==> config.mk <==
export PLATFORM = sky130hd
export DESIGN_NAME = fetch_queue
export DESIGN_NICKNAME = d
export VERILOG_FILES = /design/src/rtl/fetch_queue_pkg.sv /design/src/rtl/fetch_queue.sv
export SDC_FILE = /design/constraint.sdc
export NUM_CORES = 1
export LEC_CHECK = 0
export CAP_MARGIN = 15
export CORE_AREA = 2 2 146 148
export DETAILED_ROUTE_END_ITERATION = 8
export DIE_AREA = 0 0 148 150
export GPL_TIMING_DRIVEN = 0
export PLACE_DENSITY = 0.73
export RECOVER_POWER = 100
export SLEW_MARGIN = 10
export SYNTH_ARGS = -nofsm -noshare
export SYNTH_HDL_FRONTEND = slang
export SYNTH_SLANG_ARGS = --single-unit
==> constraint.sdc <==
create_clock -name clk -period 8.85 [get_ports clk]
set_input_delay 0.885 -clock clk [delete_from_list [all_inputs] [get_ports clk]]
set_output_delay 0.885 -clock clk [all_outputs]
set_load 0.02 [all_outputs]
==> src/rtl/fetch_queue_pkg.sv <==
// Shared fetch-queue constants: nop encoding and default depth.
// Decode, controller and hazard logic all agree on these values.
package fetch_queue_pkg;
    localparam int          FQ_DEPTH  = 4;
    localparam logic [31:0] NOP_INSTR = 32'h0000_0000;
endpackage

==> src/rtl/fetch_queue.sv <==
// Prefetch buffer between fetch and decode: in-order {instr, pcplus4}, dropped on flush.
// Latency: an entry written in cycle N is visible at deq_* in cycle N+1; no enq->deq bypass.
// Backpressure: enq_ready = ~full from registered count only; deq_ready is ignored while empty.
module fetch_queue
    import fetch_queue_pkg::*;
#(
    parameter int DEPTH = FQ_DEPTH,
    parameter int WIDTH = 32
) (
    input  logic                     clk,
    input  logic                     reset,
    input  logic                     flush,
    input  logic                     enq_valid,
    input  logic [WIDTH-1:0]         enq_instr,
    input  logic [WIDTH-1:0]         enq_pcplus4,
    output logic                     enq_ready,
    input  logic                     deq_ready,
    output logic                     deq_valid,
    output logic [WIDTH-1:0]         deq_instr,
    output logic [WIDTH-1:0]         deq_pcplus4,
    output logic [$clog2(DEPTH):0]   count
);
    localparam int PW = $clog2(DEPTH);
    localparam int CW = PW + 1;

    logic [WIDTH-1:0] memInstr [DEPTH];
    logic [WIDTH-1:0] memPc    [DEPTH];
    logic [PW-1:0]    rdPtr;
    logic [PW-1:0]    wrPtr;
    logic [CW-1:0]    countQ;
    logic             full;
    logic             empty;
    logic             enqFire;
    logic             deqFire;

    assign full    = (countQ == CW'(DEPTH));
    assign empty   = (countQ == '0);
    assign enqFire = enq_valid & ~full & ~flush;
    assign deqFire = ~empty & deq_ready & ~flush;

    assign enq_ready   = ~full;
    assign deq_valid   = ~empty;
    assign count       = countQ;
    assign deq_instr   = empty ? WIDTH'(NOP_INSTR) : memInstr[rdPtr];
    assign deq_pcplus4 = empty ? '0 : memPc[rdPtr];

    // Storage is not reset; the pointers and count alone define what is valid.
    always_ff @(posedge clk) begin
        if (enqFire && !reset) begin
            memInstr[wrPtr] <= enq_instr;
            memPc[wrPtr]    <= enq_pcplus4;
        end
    end

    always_ff @(posedge clk) begin
        if (reset || flush) begin
            rdPtr  <= '0;
            wrPtr  <= '0;
            countQ <= '0;
        end else begin
            if (enqFire) wrPtr <= wrPtr + PW'(1);
            if (deqFire) rdPtr <= rdPtr + PW'(1);
            case ({enqFire, deqFire})
                2'b10:   countQ <= countQ + CW'(1);
                2'b01:   countQ <= countQ - CW'(1);
                default: countQ <= countQ;
            endcase
        end
    end

    assert property (@(posedge clk) disable iff (reset) !(enqFire && full));
    assert property (@(posedge clk) disable iff (reset) !(deqFire && empty));
endmodule
==> flow_summary_export.csv, run 1 <==
group,metric,value,unit
synthesis,avgSynthCellArea,22.3,sq um
synthesis,syn_nets,533,
synthesis,synthCells,458,
floorplan,coreArea,0.0207,sq mm
setup_path,path_class,"input pin to flop",
floorplan,dieArea,0.0222,sq mm
run,timing.max_cap.violations,1,
drt,vias_per_cell,5.38,
cells_and_area,final_util,0.617,
cells_and_area,multi_input_area,0.00214,sq mm
place,dp_hpwl,13.1,mm
clock_network,h-tree-depth,1,
drt,vias,5060,
synthesis,ys_async_sr_fraction,0,
timing,rsz0062_at_grt,"false",
synthesis,seq_area_frac_synth,0.770,
power,p_int,1.97,mW
cells_and_area,final_cell_mix,"edfxtp_1 (256), dlygate4sd3_1 (131), and2_1 (63)",
place,gp_congestion,0.746,
timing,finClkSkew,0.0195,ns
place,dpl-instance-area,0.0122,sq mm
setup_path,worstSetupStartpointType,"input pin",
power,power.switching,474,uW
global_route,grt_usage,0.175,
cells_and_area,antennaDiodeCount,0,
timing,fmax,0.195,GHz
synthesis,synth_edf_count,256,
clock_network,cts_num_sinks,265,
clock_network,clk_path_buf_depth,3,
clock_network,cts_hold_buf,0,
worst_hold_path,hp-class,"flop to flop",
cells_and_area,fillers,1539,
status,status,"complete, but fails checks",
place,port-buffer-count,137,
synthesis,synth-seq-cells,265,
timing,hold_violations,0,
place,place_ws,4.99,ns
synthesis,synth_ff_type,"edfxtp_1",
clock_network,clk_pin_slew,0.06,ns
timing,setup_ws,3.73,ns
cells_and_area,design_area,0.0128,sq mm
power,switching_share,0.194,
drt,dr.pass1.iters,4,
timing,finalMaxSlewViolations,11,
power,power.share.clock,0.389,
global_route,grt_max_degree,14,
drt,wl,19.2,mm
power,seqPwrFrac,0.568,
clock_network,cts_buffers,26,
floorplan,fp.dieH,150,um
timing,worstMarginPinSlew,1.59,ns
drt,drtAntennaViolNets,0,
drt,routedWlPerCell,20.4,um
cells_and_area,drive_above_1_share,0.155,
clock_network,worstSkewPairLatency,0.52,ns
timing,slew_headroom,-0.0597,
setup_path,cp_max_fo,10,
clock_network,cts_tree,"done",
timing,fin_crit_sh,0.578,
synthesis,yosysTopAreaCell,"edfxtp_1",
power,power.total,2.45,mW
power,power.density,192,mW/mm^2
timing,holdWs,0.524,ns
global_route,antenna_found_initial,1,
floorplan,ioPinCount,138,
synthesis,synth_top_area_share,0.752,
power,pwr-share-comb,0.043,
global_route,grt_pass1_wl,30.0,mm
timing,setup_viol,0,
synthesis,ys_warn_count,0,
drt,drt_iter0_markers,279,
clock_network,cts_setup_buffers,0,
setup_path,arrival,5.28,ns
cells_and_area,register_area,0.00787,sq mm
clock_network,cts_resized,0,
clock_network,ctsRootBufferMaster,"clkbuf_16",
floorplan,rows,53,
power,vdd_ir_drop_max,143,uV
cells_and_area,fin_nets,728,
setup_path,critPathRequiredTime,9.01,ns
status,failed_checks,"capacitance limit, slew limit",
floorplan,initial_core_util,0.494,
synthesis,netlist_area,0.0102,sq mm
global_route,grt_pass1_vias,5438,
drt,drc_errors,0,
synthesis,synth_area_leaders,"edfxtp_1 (75%), mux4_2 (13%), and2_1 (3.9%), dfxtp_1 (1.8%), buf_12 (1.2%)",
global_route,overflow,0,
cells_and_area,syn_to_final_growth,24.9,%
floorplan,die_w,148,um
power,total_leakage_power,4.23,nW
synthesis,synth_cell_type_count,26,
timing,fin_crit,5.12,ns
cells_and_area,final_common_cell,"edfxtp_1",
setup_path,end_kind,"flop",
## state kept, by name, indices dropped and copies added, names as in the netlist, named ones only
register and flops:
count 3, memInstr 128, memPc 128, rdPtr 2
wrPtr 2
## path summary, 6_finish.rpt
kind,start,endpoint,slack [ns],cells past startpoint
worst max register to register,count[0],memPc[1][10],4.14,7
worst min register to register,wrPtr[0],wrPtr[0],0.52,2
worst max-delay path,flush,memPc[1][10],3.73,7
worst min-delay path,wrPtr[0],wrPtr[0],0.52,2
## through the flow
stage | TNS (ns) | std cells
after detailed placement | 0 | 900
after floorplan | 0 | 458
after global routing | 0 | 941
final | 0 | 941
after global placement | -474.74 | 870
after CTS | 0 | 941
## metal layers
metal | track usage | wire length [um]
met5 | 0 | 13
met4 | 0.0433 | 299
met3 | 0.0274 | 907
met2 | 0.305 | 9870
met1 | 0.234 | 8110
## cells in the mapped netlist (2+ instances only)
cell,instances
nand2_1,4
mux4_1,4
and2_1,64
a21oi_1,2
clkbuf_1,8
xor2_1,4
nor2_1,8
edfxtp_1,256
buf_12,6
or3_1,2
mux4_2,60
inv_1,5
buf_2,6
ha_1,5
mux2i_1,2
nor3b_1,4
dfxtp_1,9
## layout make-up
cell class,count,area share
sequential,265,0.616
multi-input combinational,166,0.167
timing repair buffer,167,0.116
clock buffer,33,0.0530
tap,275,0.0270
buffer,22,0.0151
clock inverter,8,0.00363
inverter,5,0.00147
## power by group through the flow
stage,sequential [mW],clock [mW],combinational (mW)
6_report,1.39,0.951,0.106
5_1_grt,1.39,1.03,0.114
4_1_cts,1.39,0.976,0.120
3_5_place_dp,1.42,0,0.119
3_3_place_gp,1.42,0,0.111
2_1_floorplan,1.42,0,0.0447
## logic make-up after synthesis
kind of cell	synth area share
AO/OA/AOI/OAI	0.00306
XOR/XNOR	0.00343
adder cells (fa/ha/maj)	0.00808
buffers and inverters	0.0211
flip-flops	0.770
multiplexers	0.144
AND/OR/NAND/NOR	0.0503
## critical path, cell delays in order
cell and delay [ns]:
dlygate4sd3_1 0.58, nand3b_1 0.37, nor3b_1 1.33, clkbuf_1 0.57, clkbuf_1 0.55, clkbuf_1 0.53, clkbuf_1 0.44
(Power assumes the default switching activity.)
==> run 2: changes to the inputs <==
Clock period 8.85 ns to 4.85 ns, I/O delays scaled along.
==> run 2 against run 1 <==
The run still ends with capacitance limit, slew limit left. Register-to-register slack got worse by 3.2 ns. Clock skew increased by 0.00084 ns. Power increased by 83%. Clock-buffer cell count unchanged. Global-route usage unchanged. Final area increased by 0.38%. Via count decreased by 0.32%. Routed wire length decreased by 0.31%. Combinational power increased by 83%. First-iteration DRC count increased by 3.2%.
==> flow_summary_export.csv, run 2 (same netlist as run 1, synthesis figures left out) <==
group,metric,value,unit
status,status,"complete, but fails checks",
status,failed_checks,"capacitance limit, slew limit",
drt,vias,5044,
cells_and_area,syn_to_final_growth,25.4,%
global_route,grt_pass1_vias,5438,
cells_and_area,drive_above_1_share,0.170,
cells_and_area,antennaDiodeCount,0,
setup_path,ff2ff_setup_slack,0.97,ns
drt,drtAntennaViolNets,0,
timing,worstMarginPinSlew,1.59,ns
drt,vias_per_cell,5.36,
drt,dr.pass1.iters,5,
setup_path,r2r-start,"count[0]",
timing,slew_headroom,-0.0596,
cells_and_area,fin_cells,941,
place,dpl-instance-area,0.0122,sq mm
global_route,antenna_found_initial,1,
floorplan,die_w,148,um
setup_path,critPathRequiredTime,5.05,ns
worst_hold_path,worstHoldStart,"wrPtr[0]",
timing,fin_crit,3.88,ns
clock_network,cts_hold_buf,0,
clock_network,clk_pin_slew,0.06,ns
place,dp_cells,900,
power,power.density,349,mW/mm^2
global_route,grt_use_met2,0.305,
setup_path,arrival,4.09,ns
setup_path,end_kind,"flop",
clock_network,cts_tree,"done",
run,timing.max_cap.violations,1,
clock_network,cts_num_sinks,265,
cells_and_area,fin_nets,728,
worst_hold_path,hold_end,"wrPtr[0]",
clock_network,cts_buffers,26,
global_route,overflow,0,
global_route,grt_max_degree,14,
global_route,top_usage_layer,"met2",
floorplan,fp.dieH,150,um
timing,finClkSkew,0.0203,ns
place,port-buffer-count,137,
cells_and_area,design_area,0.0128,sq mm
timing,rsz0062_at_grt,"false",
place,dp_hpwl,13.1,mm
clock_network,ctsRootBufferMaster,"clkbuf_16",
timing,hold_violations,0,
setup_path,cp_max_fo,10,
clock_network,clk_path_buf_depth,3,
power,vdd_ir_drop_max,261,uV
global_route,met1_usage,0.234,
drt,drt_iter0_markers,288,
floorplan,initial_core_util,0.494,
timing,fmax,0.257,GHz
clock_network,cts_resized,0,
setup_path,path_class,"flop to flop",
cells_and_area,final_common_cell,"edfxtp_1",
setup_path,r2r-end,"memInstr[3][28]",
setup_path,reg2regPathDepth,6,
timing,setup_ws,0.966,ns
clock_network,cts_setup_buffers,0,
floorplan,ioPinCount,138,
timing,finalMaxSlewViolations,11,
global_route,gr-usage-met3,0.0274,
cells_and_area,final_cell_mix,"edfxtp_1 (256), dlygate4sd3_1 (130), and2_1 (63)",
timing,setup_tns,0,ns
floorplan,rows,53,
drt,wl,19.1,mm
setup_path,worstSetupStartpointType,"flop",
floorplan,dieArea,0.0222,sq mm
clock_network,h-tree-depth,1,
place,gp_congestion,0.746,
worst_hold_path,hold_path_depth,2,
drt,drc_errors,0,
worst_hold_path,hp-class,"flop to flop",
floorplan,coreArea,0.0207,sq mm
drt,routedWlPerCell,20.3,um
setup_path,cp-startpoint,"count[0]",
global_route,grt_pass1_wl,30.0,mm
global_route,grt_usage,0.175,
timing,setup_viol,0,
clock_network,worstSkewPairLatency,0.52,ns
power,total_leakage_power,4.27,nW
place,place_ws,1.39,ns
timing,fin_crit_sh,0.801,
run 2: cell types whose count changed in the layout (fill, tap and decap cells not counted):
cell | before | now
clkdlybuf4s50_1 | 6 | 7
buf_6 | 1 | 4
dlygate4sd3_1 | 131 | 130
clkbuf_1 | 48 | 38
buf_4 | 0 | 7
run 2: worst max path at each step:
stage,end,slack [ns],depth (start not counted)
3_5_place_dp,memPc[1][10],1.39,7
5_1_grt,memInstr[3][27],0.66,6
4_1_cts,deq_pcplus4[2],1.34,5
3_3_place_gp,memInstr[0][27],-5.53,3
6_report,memInstr[3][28],0.97,6
2_1_floorplan,memInstr[0][0],-1.42,3
run 2: cell type report:
class | count | area (sq um)
fillers | 1524 | 7880
flip-flops and latches | 265 | 7870
multi-input cells | 166 | 2140
repair buffers | 167 | 1530
clock buffers | 33 | 677
well taps | 275 | 344
plain buffers | 22 | 193
clock inverters | 8 | 46.3
inverters | 5 | 18.8
run 2: where the power goes:
group	leakage [nW]	switching (mW)	internal, mW
logic	1.53	0.0975	0.0968
registers	2.39	0.00565	2.53
clock network	0.354	0.763	0.974
run 2: metal layers:
metal / up-vias / share of wire
met3: 24 / 0.050
met4: 2 / 0.014
met5: - / 0.00068
met1: 2623 / 0.42
li1: 2245 / -
met2: 150 / 0.52
run 2: critical path: stages, from the launching register on:
cell	delay [ns]
dfxtp_1	0.46
or3b_2	0.18
nand3b_1	0.27
nor3b_1	1.24
clkbuf_1	0.57
clkbuf_1	0.52
buf_4	0.31
run 2: metrics by stage:
step	hold WS, ns	utilization	power (mW)
after floorplan	0.471	-	2.67
after global placement	0.476	0.577	2.79
after detailed placement	0.519	0.592	2.80
after CTS	0.527	0.627	4.54
after global routing	0.562	0.619	4.63
final	0.526	0.619	4.47
==> run 3: changes to the inputs <==
Clock period 4.85 ns to 3.91 ns, I/O delays scaled along.
==> run 3 against run 2 <==
Largest cell class unchanged. Worst setup slack worse by 0.59 ns. Worst hold slack got worse by 0.014 ns. Via count decreased by 2.6%. The run still ends with capacitance limit, slew limit left. Flip-flop and latch count is the same. Register-to-register slack got worse by 0.51 ns. Critical path type is now flop to output pin.
==> flow_summary_export.csv, run 3 (same netlist as run 1, synthesis figures left out) <==
group,metric,value,unit
worst_hold_path,hold_path_depth,2,
timing,slew_headroom,-0.119,
drt,vias_per_cell,5.21,
setup_path,ff2ff_setup_slack,0.46,ns
power,power.switching,1.15,mW
clock_network,cts_tree,"done",
timing,finClkSkew,0.00803,ns
clock_network,worstSkewPairLatency,0.53,ns
floorplan,rows,53,
timing,holdWs,0.512,ns
setup_path,r2r-end,"memPc[3][10]",
drt,drc_errors,0,
global_route,grt_pass1_wl,29.5,mm
setup_path,cp_max_fo,10,
setup_path,slowest_stage,"dlygate4sd3_1",
setup_path,path_class,"flop to output pin",
cells_and_area,final_common_cell,"edfxtp_1",
setup_path,worstSetupStartpointType,"flop",
drt,routedWlPerCell,20.2,um
timing,setup_viol,0,
floorplan,dieArea,0.0222,sq mm
timing,fmax,0.283,GHz
timing,finalMaxSlewViolations,15,
setup_path,critPathRequiredTime,3.52,ns
status,failed_checks,"capacitance limit, slew limit",
power,pwr-share-comb,0.040,
timing,setup_ws,0.372,ns
power,switching_share,0.189,
global_route,grt_pass1_vias,5303,
global_route,antenna_found_initial,2,
place,gp_congestion,0.772,
setup_path,path_delay_family,"buffers and inverters",
floorplan,fp.dieH,150,um
run,timing.max_cap.violations,2,
timing,fin_crit,3.54,ns
clock_network,cts_hold_buf,0,
place,dp_hpwl,12.7,mm
setup_path,cpMostUsedCell,"clkbuf_1",
floorplan,die_w,148,um
power,power.share.clock,0.443,
global_route,grt_max_degree,15,
drt,vias,4912,
setup_path,crit_chain,"clkbuf_1 -> clkbuf_1 -> mux4_2 -> and2_1 -> dlygate4sd3_1",
setup_path,cp_num_buf_inv,3,
cells_and_area,syn_to_final_growth,28.3,%
global_route,grt_usage,0.174,
clock_network,clk_path_buf_depth,3,
clock_network,ctsRootBufferMaster,"clkbuf_16",
power,power.density,464,mW/mm^2
drt,dr.pass1.iters,4,
drt,drtAntennaViolNets,0,
place,port-buffer-count,137,
floorplan,coreArea,0.0207,sq mm
clock_network,cts_resized,0,
timing,setup_tns,0,ns
cells_and_area,drive_above_1_share,0.194,
setup_path,critical-path-max-stage-delay,0.65,ns
worst_hold_path,hp-class,"flop to flop",
floorplan,initial_core_util,0.494,
setup_path,reg2regPathDepth,6,
power,seqPwrFrac,0.517,
clock_network,cts_buffers,27,
clock_network,cts_setup_buffers,0,
power,vdd_ir_drop_max,412,uV
clock_network,cts_num_sinks,265,
timing,worstMarginPinSlew,1.67,ns
drt,drt_iter0_markers,246,
timing,fin_crit_sh,0.905,
status,status,"complete, but fails checks",
cells_and_area,final_cell_mix,"edfxtp_1 (256), dlygate4sd3_1 (129), and2_1 (62)",
floorplan,ioPinCount,138,
clock_network,clk_pin_slew,0.06,ns
global_route,overflow,0,
drt,wl,19.0,mm
place,place_ws,0.902,ns
setup_path,end_kind,"output pin",
worst_hold_path,worstHoldStart,"wrPtr[1]",
setup_path,arrival,3.15,ns
power,p_int,4.94,mW
timing,rsz0062_at_grt,"false",
cells_and_area,fin_nets,719,
setup_path,r2r-start,"count[0]",
clock_network,h-tree-depth,1,
cells_and_area,fillers,1458,
power,total_leakage_power,4.43,nW
worst_hold_path,hold_end,"wrPtr[1]",
timing,hold_violations,0,
==> run 3: changes by cell type in the layout (fill, tap and decap cells not counted), sizes merged <==
cell / delta
clkbuf: -13
bufinv: +6
buf: +2
clkinv: +2
diode: +2
clkdlybuf4s50: +1
dlygate4sd3: -1
dlymetal6s2s: +1
inv: +1
==> run 3: layout make-up <==
type                            count  area, sq um  area share
Buffer                             22          193      0.0147
Clock inverter                     17          246      0.0188
Multi-Input combinational cell    166         2160       0.165
Clock buffer                       33          698      0.0532
Inverter                            5         18.8     0.00143
Timing Repair Buffer              157         1590       0.121
Antenna cell                        2         5.00    0.000381
Sequential cell                   265         7870       0.600
Tap cell                          275          344      0.0262
==> run 3: worst register-to-register path: stages, from the launching register on <==
cell            delay (ns)
dfxtp_1               0.46
or3b_2                0.18
nand3b_1              0.33
nor3b_4               0.68
clkbuf_1              0.65
buf_8                 0.27
dlymetal6s2s_1        0.51
==> run 3: how the worst max path moves through the flow <==
stage / from / end / slack (ns) / depth (start not counted)
after floorplan: count[0] / memInstr[0][0] / -0.13 / 3
after global placement: flush / memPc[1][2] / -2.39 / 3
after detailed placement: flush / memPc[2][4] / 0.90 / 6
after CTS: count[0] / deq_pcplus4[3] / 0.45 / 5
after global routing: flop / deq_instr[6] / 0.19 / 5
final: flop / deq_pcplus4[26] / 0.37 / 5
==> run 3: metal layers <==
metal,GRT usage,vias up,share of wire
li1,-,2248,-
met1,0.242,2503,0.43
met2,0.294,136,0.51
met3,0.0305,25,0.044
met4,0.0395,0,0.016
met5,0,-,0
==> run 3: power groups by stage <==
stage / sequential (mW) / combinational [mW] / clock (mW)
2_1_floorplan: 3.21 / 0.102 / 0
3_3_place_gp: 3.21 / 0.253 / 0
3_5_place_dp: 3.21 / 0.273 / 0
4_1_cts: 3.15 / 0.274 / 2.74
5_1_grt: 3.15 / 0.266 / 2.87
6_report: 3.15 / 0.246 / 2.69
==> run 3: through the flow <==
stage / cells / instance area (sq um) / utilization / power, mW
2_1_floorplan: 458 / 10200 / - / 3.31
3_3_place_gp: 870 / 12000 / 0.578 / 3.46
3_5_place_dp: 890 / 12300 / 0.593 / 3.48
4_1_cts: 940 / 13200 / 0.639 / 6.16
5_1_grt: 941 / 13100 / 0.634 / 6.28
6_report: 942 / 13100 / 0.634 / 6.09
